`src/rtl/uart_alu_pkg.sv`:
```
// Shared definitions for the UART-fed ALU framer: default widths, FSM
// state encoding and the opcode values understood by the downstream ALU.
package uart_alu_pkg;

  localparam int DEF_BUS_LEN    = 8;
  localparam int DEF_OPCODE_LEN = 6;

  typedef enum logic [2:0] {
    WAIT_OPE1,
    WAIT_OPE2,
    WAIT_OPCODE,
    SEND,
    WAIT_TX
  } state_t;

  localparam logic [DEF_OPCODE_LEN-1:0] OP_ADD = 6'h20;
  localparam logic [DEF_OPCODE_LEN-1:0] OP_SUB = 6'h22;
  localparam logic [DEF_OPCODE_LEN-1:0] OP_AND = 6'h24;
  localparam logic [DEF_OPCODE_LEN-1:0] OP_OR  = 6'h25;
  localparam logic [DEF_OPCODE_LEN-1:0] OP_XOR = 6'h26;
  localparam logic [DEF_OPCODE_LEN-1:0] OP_NOR = 6'h27;
  localparam logic [DEF_OPCODE_LEN-1:0] OP_SRA = 6'h03;
  localparam logic [DEF_OPCODE_LEN-1:0] OP_SRL = 6'h02;

  // Partial-frame states are the only ones guarded by the inter-byte timer.
  function automatic logic in_partial_frame(input state_t s);
    return (s == WAIT_OPE2) || (s == WAIT_OPCODE);
  endfunction

endpackage

```
`src/rtl/frame_timer.sv`:
```
// Inter-byte timeout counter: counts while running, flags the terminal count
// and restarts from zero on clear, on idle, or once it has expired.
module frame_timer #(
  parameter int TIMEOUT_CYC = 50000
) (
  input  logic i_clk,
  input  logic i_rst_n,
  input  logic i_run,
  input  logic i_clear,
  output logic o_expired
);

  localparam int CNT_W = $clog2(TIMEOUT_CYC);
  localparam logic [CNT_W-1:0] TERM = CNT_W'(TIMEOUT_CYC - 1);

  logic [CNT_W-1:0] cnt;

  assign o_expired = i_run && (cnt == TERM);

  always_ff @(posedge i_clk or negedge i_rst_n) begin
    if (!i_rst_n) begin
      cnt <= '0;
    end else if (i_clear || !i_run || o_expired) begin
      cnt <= '0;
    end else begin
      cnt <= cnt + CNT_W'(1);
    end
  end

endmodule

```
`src/rtl/uart_alu_framer.sv`:
```
// Collects operand1, operand2 and opcode bytes from a UART receiver, feeds
// them to an ALU and hands the registered result to the UART transmitter.
module uart_alu_framer
  import uart_alu_pkg::*;
#(
  parameter int BUS_LEN     = DEF_BUS_LEN,
  parameter int OPCODE_LEN  = DEF_OPCODE_LEN,
  parameter int TIMEOUT_CYC = 50000
) (
  input  logic                  i_clk,
  input  logic                  i_rst_n,
  input  logic [BUS_LEN-1:0]    i_rx_data,
  input  logic                  i_rx_done,
  input  logic                  i_tx_done,
  input  logic [BUS_LEN-1:0]    i_alu_result,
  output logic [BUS_LEN-1:0]    o_ope1,
  output logic [BUS_LEN-1:0]    o_ope2,
  output logic [OPCODE_LEN-1:0] o_opcode,
  output logic [BUS_LEN-1:0]    o_tx_data,
  output logic                  o_tx_start,
  output logic                  o_timeout,
  output logic                  o_overrun
);

  state_t state;
  logic   send_p1;
  logic   timer_run;
  logic   expired;

  assign timer_run = in_partial_frame(state);

  frame_timer #(
    .TIMEOUT_CYC(TIMEOUT_CYC)
  ) u_frame_timer (
    .i_clk    (i_clk),
    .i_rst_n  (i_rst_n),
    .i_run    (timer_run),
    .i_clear  (i_rx_done),
    .o_expired(expired)
  );

  always_ff @(posedge i_clk or negedge i_rst_n) begin
    if (!i_rst_n) begin
      state      <= WAIT_OPE1;
      send_p1    <= 1'b0;
      o_ope1     <= '0;
      o_ope2     <= '0;
      o_opcode   <= '0;
      o_tx_data  <= '0;
      o_tx_start <= 1'b0;
      o_timeout  <= 1'b0;
      o_overrun  <= 1'b0;
    end else begin
      o_timeout  <= 1'b0;
      // Result is captured one edge before the start pulse so tx_data is settled.
      o_tx_start <= send_p1;
      send_p1    <= 1'b0;
      case (state)
        WAIT_OPE1: begin
          if (i_rx_done) begin
            o_ope1 <= i_rx_data;
            state  <= WAIT_OPE2;
          end
        end
        WAIT_OPE2: begin
          if (i_rx_done) begin
            o_ope2 <= i_rx_data;
            state  <= WAIT_OPCODE;
          end else if (expired) begin
            o_timeout <= 1'b1;
            state     <= WAIT_OPE1;
          end
        end
        WAIT_OPCODE: begin
          if (i_rx_done) begin
            o_opcode <= i_rx_data[OPCODE_LEN-1:0];
            state    <= SEND;
          end else if (expired) begin
            o_timeout <= 1'b1;
            state     <= WAIT_OPE1;
          end
        end
        SEND: begin
          o_tx_data <= i_alu_result;
          send_p1   <= 1'b1;
          state     <= WAIT_TX;
          if (i_rx_done) o_overrun <= 1'b1;
        end
        WAIT_TX: begin
          if (i_rx_done) o_overrun <= 1'b1;
          if (i_tx_done) state <= WAIT_OPE1;
        end
        default: state <= WAIT_OPE1;
      endcase
    end
  end

endmodule

```
`config.mk`:
```
export PLATFORM = sky130hd
export DESIGN_NAME = uart_alu_framer
export DESIGN_NICKNAME = d
export VERILOG_FILES = /design/src/rtl/uart_alu_pkg.sv /design/src/rtl/frame_timer.sv /design/src/rtl/uart_alu_framer.sv
export SDC_FILE = /design/constraint.sdc
export NUM_CORES = 1
export LEC_CHECK = 0
export ABC_CLOCK_PERIOD_IN_PS = 2450
export CAP_MARGIN = 25
export CORE_MARGIN = 2
export CORE_UTILIZATION = 49
export DETAILED_ROUTE_END_ITERATION = 8
export PLACE_DENSITY = 0.87
export RECOVER_POWER = 50
export SLEW_MARGIN = 20
export SYNTH_ARGS = -nofsm -noshare
export SYNTH_HDL_FRONTEND = slang
export SYNTH_SLANG_ARGS = --single-unit
```
`constraint.sdc`:
```
create_clock -name i_clk -period 2.45 [get_ports i_clk]
set_clock_uncertainty 0.1 [all_clocks]
set_input_delay 0.3675 -clock i_clk [delete_from_list [all_inputs] [get_ports i_clk]]
set_output_delay 0.3675 -clock i_clk [all_outputs]
set_load 0.02 [all_outputs]
```
==> results of run 1 <==
## final cells by class
type                            instances  share of cell area [%]
Timing Repair Buffer                   57                    18.6
Inverter                                4                   0.517
Clock inverter                          2                    1.29
Multi-Input combinational cell        126                    28.8
Clock buffer                            6                    2.84
Tap cell                               52                    2.24
Sequential cell                        53                    45.6
## critical path, stage by stage (launching register included)
cell and delay (ps):
dfrtp_1 430, or4_1 520, or4_4 600, nand2b_4 190
nor2_1 70
## metal layers
metal	part of all wire [%]	vias to the layer above
met5	0	-
met4	1.5	0
met3	7.0	6
met2	45	40
met1	46	745
li1	-	747
## stage by stage
step | setup slack [ps] | instance area [um2] | instances
after detailed placement | 308 | 2800 | 291
after CTS | 418 | 2930 | 300
after global routing | 316 | 2910 | 300
after floorplan | 488 | 2210 | 187
after global placement | 357 | 2800 | 291
final | 418 | 2910 | 300
## state kept, by name (all words and copies together), names as in the netlist
register,flops
o_timeout,1
o_opcode,6
state,3
o_ope2,8
o_overrun,1
send_p1,1
o_tx_start,1
o_tx_data,8
o_ope1,8
u_frame_timer.cnt,16
## layout by cell type, fill, tap and decap left out
master           Yosys  layout
a21o_1               1       1
a21oi_1              2       2
and4_2               1       1
buf_2                0       1
bufinv_16            0       1
clkbuf_1             3       3
clkbuf_2             0       1
clkbuf_8             0       6
clkdlybuf4s50_1      0      50
clkinv_1             1       1
clkinvlp_4           0       1
dfrtp_1             53      53
dlygate4sd3_1        0       2
ha_1                 1       1
inv_1                3       3
mux2_2              22      22
nand2_1             30      30
nand2b_1             3       3
nand2b_4             1       1
nand3_1              4       4
nand3b_1             2       2
nand4_1              5       5
nand4b_1             1       1
nor2_1              22      22
nor2b_1              1       1
nor3_1               4       4
nor3_2               1       1
nor3b_2              1       1
nor4_1               4       4
o21ai_0              1       1
or3_1                1       1
or4_1                1       1
or4_4                1       1
or4bb_2              1       1
xnor2_1             11      11
xor2_1               4       4
## logic make-up (layout without fill, tap and decap cells)
family	count (synthesis)	count (layout)	share of synthesized area, %
compound gates	4	4	1.02
xor+xnor	15	15	5.96
fa+ha+maj	1	1	0.567
buf+inv	8	69	1.87
flops	53	53	60.1
mux	22	22	11.2
simple gates	84	84	19.2
## repair_timing
item	in CTS	in global routing
setup buffers	0	0
hold endpoints to repair	53	0
hold buffers	1	0
## power by group through the flow
stage	Sequential, mW	Combinational [mW]	Clock (mW)
floorplan	1.67	0.550	0
global placement	1.38	1.51	0
detailed placement	1.39	1.54	0
CTS	1.38	1.55	0.627
global route	1.42	1.62	0.658
finish	1.38	1.51	0.611
## worst max path at each step
stage | startpoint | to | slack, ps
2_1_floorplan | u_frame_timer.cnt[4] | u_frame_timer.cnt[10] | 490
3_3_place_gp | i_rx_done | o_opcode[0] | 360
3_5_place_dp | i_rx_done | o_opcode[5] | 310
4_1_cts | u_frame_timer.cnt[10] | u_frame_timer.cnt[8] | 420
5_1_grt | i_rst_n | o_ope2[0] | 320
6_report | u_frame_timer.cnt[10] | u_frame_timer.cnt[3] | 420
==> out/qor.yml, run 1 <==
status:
  status: "finished, final reports clean"
timing:
  min_period_over_period_pct: 82.9
  final.min_clock_period_ps: 2030
  drv_slew: 0
  setup_tns_ps: 0
  rsz0062_at_grt: "no"
  whs_ps: 256
  tightest_slew_ps: 1270
  hold_viol: 0
  fmax_ghz: 0.492
  setup_viol: 0
  maxSlewHeadroom_pct: 15.2
hold_path:
  worst_hold_path.num_cells: 0
  min_path_type: "register to register"
  hp-start: "send_p1"
  holdPathEnd: "o_tx_start"
routing:
  drt-total-wl_mm: 4.22
  routedWlPerCell_um: 14.1
  drc: 0
  routed_via_density: 5.13
  drt_iter0_drc: 91
  postRouteAntennaNets: 0
  num_vias: 1538
  dr.pass1.iters: 4
die:
  core.rowCount: 24
  die_h_um: 71.1
  die_x_um: 71.1
  die_area_um2: 5050
  start_util_pct: 50.7
  io_pins: 53
  core_area_um2: 4350
logic_synthesis:
  synth.top_cells.by_area: "dfrtp_1 (60%), mux2_2 (11%), nand2_1 (5.1%)"
  synth_cells: 187
  ys_seq_area_share_pct: 60.1
  yosys.area.top_type: "dfrtp_1"
  ys_warn_count: 0
  synthArstFlopShare_pct: 100
  synth_top_area_share_pct: 60.1
  syn_nets: 208
  synth_most_common_cell: "dfrtp_1"
  synth_edf_count: 0
  synth_ff_type: "dfrtp_1"
  synth_commonest_cells: "dfrtp_1 (53), nand2_1 (30), mux2_2 (22), nor2_1 (22), xnor2_1 (11)"
  syn_area_um2: 2210
  synth-seq-cells: 53
  yosysUniqueCellTypes: 30
  synth.avg_cell_area_um2: 11.8
pwr:
  power_mw: 3.50
  intPower_mw: 2.29
  power_density_nw_per_um2: 1210
  p_comb_share_pct: 43.2
  p_leak_nw: 1.22
  switching_power_mw: 1.22
  switching_share_pct: 34.8
  ir_drop_v: 0.000947
  p_seq_share_pct: 39.4
  clkPwrFrac_pct: 17.4
grt:
  grt-ovfl-total: 0
  grt_pass1_wl_mm: 7.48
  busiest_layer: "met2"
  grt_use_met1_pct: 24.1
  grt_usage_pct: 18.5
  grtUsageMet2_pct: 29.4
  antenna_found_initial: 0
  grtUsageMet3_pct: 6.98
  grt_max_degree: 54
  grt_pass1_vias: 1591
cells_and_area:
  fill_cells: 332
  n_antenna_cell: 0
  area.growth.synth_to_final_pct: 31.8
  fin_nets: 268
  drive_above_1_share_pct: 15.3
  seqCellArea_um2: 1330
  multiInputGateArea_um2: 838
  final_util_pct: 66.8
clock_network:
  numCtsBuffers: 5
  htree_levels: 2
  clockRootBuffer: "clkbuf_8"
  clk_pin_slew_ps: 90
  cts_resized: 0
  clock_path_buffers: 2
  tritoncts: "built"
  clk_latency_ps: 300
  cts.sinks: 53
run:
  drv_cap: 0
worst_setup_path:
  critPathMaxFanout: 15
  ff2ff_setup_slack_ps: 420
  r2r-end: "u_frame_timer.cnt[3]"
  cp.arrival_ps: 2120
  endpoint_kind: "register"
  rr_worst_depth: 4
  r2r-start: "u_frame_timer.cnt[10]"
  crit_path_start_kind: "register"
  critPathRequiredTime_ps: 2540
  setup.worst_path.class: "register to register"
place:
  port_buffers: 52
  gp_congestion: 0.739
  dp_hpwl_mm: 2.96
Power figures use the tool's default switching activity.
==> inputs of run 2 (changes only) <==
ABC_CLOCK_PERIOD_IN_PS = 2000   (was 2450)
clock period = 2 ns   (was 2.45 ns; I/O delays follow)
==> out/qor.yml, run 2 (same netlist as run 1, synthesis figures left out) <==
timing:
  hold_viol: 0  # unchanged
  setup_viol: 0  # unchanged
  rsz0062_at_grt: "yes"
  final.min_clock_period_ps: 1950  # -81.5 ps
  worst_slack_ps: 49.8  # -369 ps
  fmax_ghz: 0.513  # +4.2%
  maxSlewHeadroom_pct: 56.1  # +41 points
  min_period_over_period_pct: 97.5  # +15 points
  drv_slew: 0  # unchanged
  tightest_slew_ps: 658  # -613 ps
place:
  dp_cells: 300  # +3.1%
  post-place-ws_ps: 24.3  # -283 ps
  port_buffers: 52  # unchanged
  dpl_cell_area_um2: 2860  # +2.0%
  dp_hpwl_mm: 3.32  # +12%
  gp_congestion: 0.778  # +5.2%
pwr:
  p_leak_nw: 1.28  # +5.0%
  switching_share_pct: 35.1  # +0.30 points
  intPower_mw: 2.80  # +22%
  p_comb_share_pct: 43.9  # +0.7 points
  ir_drop_v: 0.000930  # -1.8%
  clkPwrFrac_pct: 16.7  # -0.7 points
  p_seq_share_pct: 39.4  # about the same
  power_density_nw_per_um2: 1450  # +20%
  switching_power_mw: 1.51  # +24%
worst_setup_path:
  cp.arrival_ps: 2040  # -80 ps
  crit_path_start_kind: "register"
  critPathMaxFanout: 5  # -10
  endpoint_kind: "register"
  setup.worst_path.class: "register to register"
  ff2ff_setup_slack_ps: 50  # -370 ps
  critPathRequiredTime_ps: 2090  # -450 ps
clock_network:
  clock_path_buffers: 2  # unchanged
  clk_latency_ps: 300  # about the same
  tritoncts: "built"
  htree_levels: 2  # unchanged
  clk_pin_slew_ps: 90  # about the same
  cts.sinks: 53  # unchanged
  clockRootBuffer: "clkbuf_8"
  numCtsBuffers: 5  # unchanged
grt:
  grt_usage_pct: 19.5  # +1.0 points
  grt_pass1_vias: 1705  # +7.2%
  grt_max_degree: 28  # -48%
  grt-ovfl-total: 0  # unchanged
  grt_pass1_wl_mm: 7.85  # +5.0%
  antenna_found_initial: 0  # unchanged
cells_and_area:
  final_cell_mix: "dfrtp_1 (53), clkdlybuf4s50_1 (51), nand2_1 (30)"
  layoutNonFillerInstCount: 309  # +3.0%
  fin_nets: 278  # +3.7%
  regMostFlops: "u_frame_timer.cnt"
  final_util_pct: 68.4  # +1.7 points
  largest_reg_flops: 16  # unchanged
  final_common_cell: "dfrtp_1"
  drive_above_1_share_pct: 18.7  # +3.4 points
  area.growth.synth_to_final_pct: 35.1
  final_cell_area_um2: 2980  # +2.5%
  n_antenna_cell: 0  # unchanged
routing:
  drt_iter0_drc: 45  # -51%
  drc: 0  # unchanged
  drt-total-wl_mm: 4.62  # +9.6%
  dr.pass1.iters: 4  # unchanged
  routedWlPerCell_um: 15.0  # +6.4%
  routed_via_density: 5.11  # -0.26%
  postRouteAntennaNets: 0  # unchanged
  num_vias: 1580  # +2.7%
die:
  die_h_um: 71.1  # unchanged
  start_util_pct: 50.7  # unchanged
  die_area_um2: 5050  # unchanged
  die_x_um: 71.1  # unchanged
  core.rowCount: 24  # unchanged
  io_pins: 53  # unchanged
  core_area_um2: 4350  # unchanged
status:
  status: "finished, final reports clean"
hold_path:
  min_path_type: "register to register"
run:
  drv_cap: 0  # unchanged
-- run 2: changes by cell type in the layout (fill, tap and decap cells not counted), sizes merged --
| cell | previous run | this run |
|---|---|---|
| clkbuf | 10 | 9 |
| clkdlybuf4s50 | 50 | 51 |
| buf | 1 | 10 |
| inv | 3 | 4 |
| nand2b | 4 | 5 |
| clkinvlp | 1 | 0 |
| dlygate4sd3 | 2 | 1 |
-- run 2: metal layers --
layer  vias up  global-route usage [%]  wire, um
li1        770                       -         -
met1       768                    24.7      2000
met2        39                    32.4      2260
met3         3                    7.26       341
met4         0                    4.19        23
met5         -                       0         0
-- run 2: through the flow --
| stage | setup TNS [ps] | power [mW] | hold slack, ps |
|---|---|---|---|
| after floorplan | 0 | 2.72 | -95.6 |
| after global placement | 0 | 3.54 | 222 |
| after detailed placement | 0 | 3.61 | 226 |
| after CTS | 0 | 4.33 | 267 |
| after global routing | -41.5 | 4.55 | 275 |
| final | 0 | 4.31 | 263 |
-- run 2: layout make-up --
| type | instances | area [um2] |
|---|---|---|
| Clock inverter | 2 | 38.8 |
| Sequential cell | 53 | 1330 |
| Tap cell | 52 | 65.1 |
| Clock buffer | 5 | 68.8 |
| Multi-Input combinational cell | 127 | 852 |
| Fill cell | 322 | 1380 |
| Inverter | 4 | 15.0 |
| Timing Repair Buffer | 66 | 613 |
-- run 2: critical path: stages (launching register included) --
cell and delay (ps):
dfrtp_1 390, or4_1 530, or4_4 610, a21oi_1 170, nor2_1 50
-- run 2: power by group through the flow --
stage | registers, mW | logic [mW] | clock network, mW
floorplan | 2.05 | 0.674 | 0
global placement | 1.70 | 1.85 | 0
detailed placement | 1.71 | 1.89 | 0
CTS | 1.70 | 1.90 | 0.731
global route | 1.75 | 2.03 | 0.769
finish | 1.70 | 1.89 | 0.719
-- run 2: timing repair --
item                       in CTS  in global routing
gates resized for setup         0                  1
hold buffers                    1                  0
buffers inserted                0                  0
hold endpoints to repair       53                  0
setup endpoints to repair       0                 15
-- run 2: final timing paths --
kind	startpoint	to	depth (start not counted)
max in group asynchronous	i_rst_n	o_ope1[6]	3
min reg2reg	send_p1	o_tx_start	0
max reg2reg	u_frame_timer.cnt[12]	state[0]	4
min in group asynchronous	i_rst_n	o_ope2[6]	3
max	u_frame_timer.cnt[12]	state[0]	4
min	send_p1	o_tx_start	0
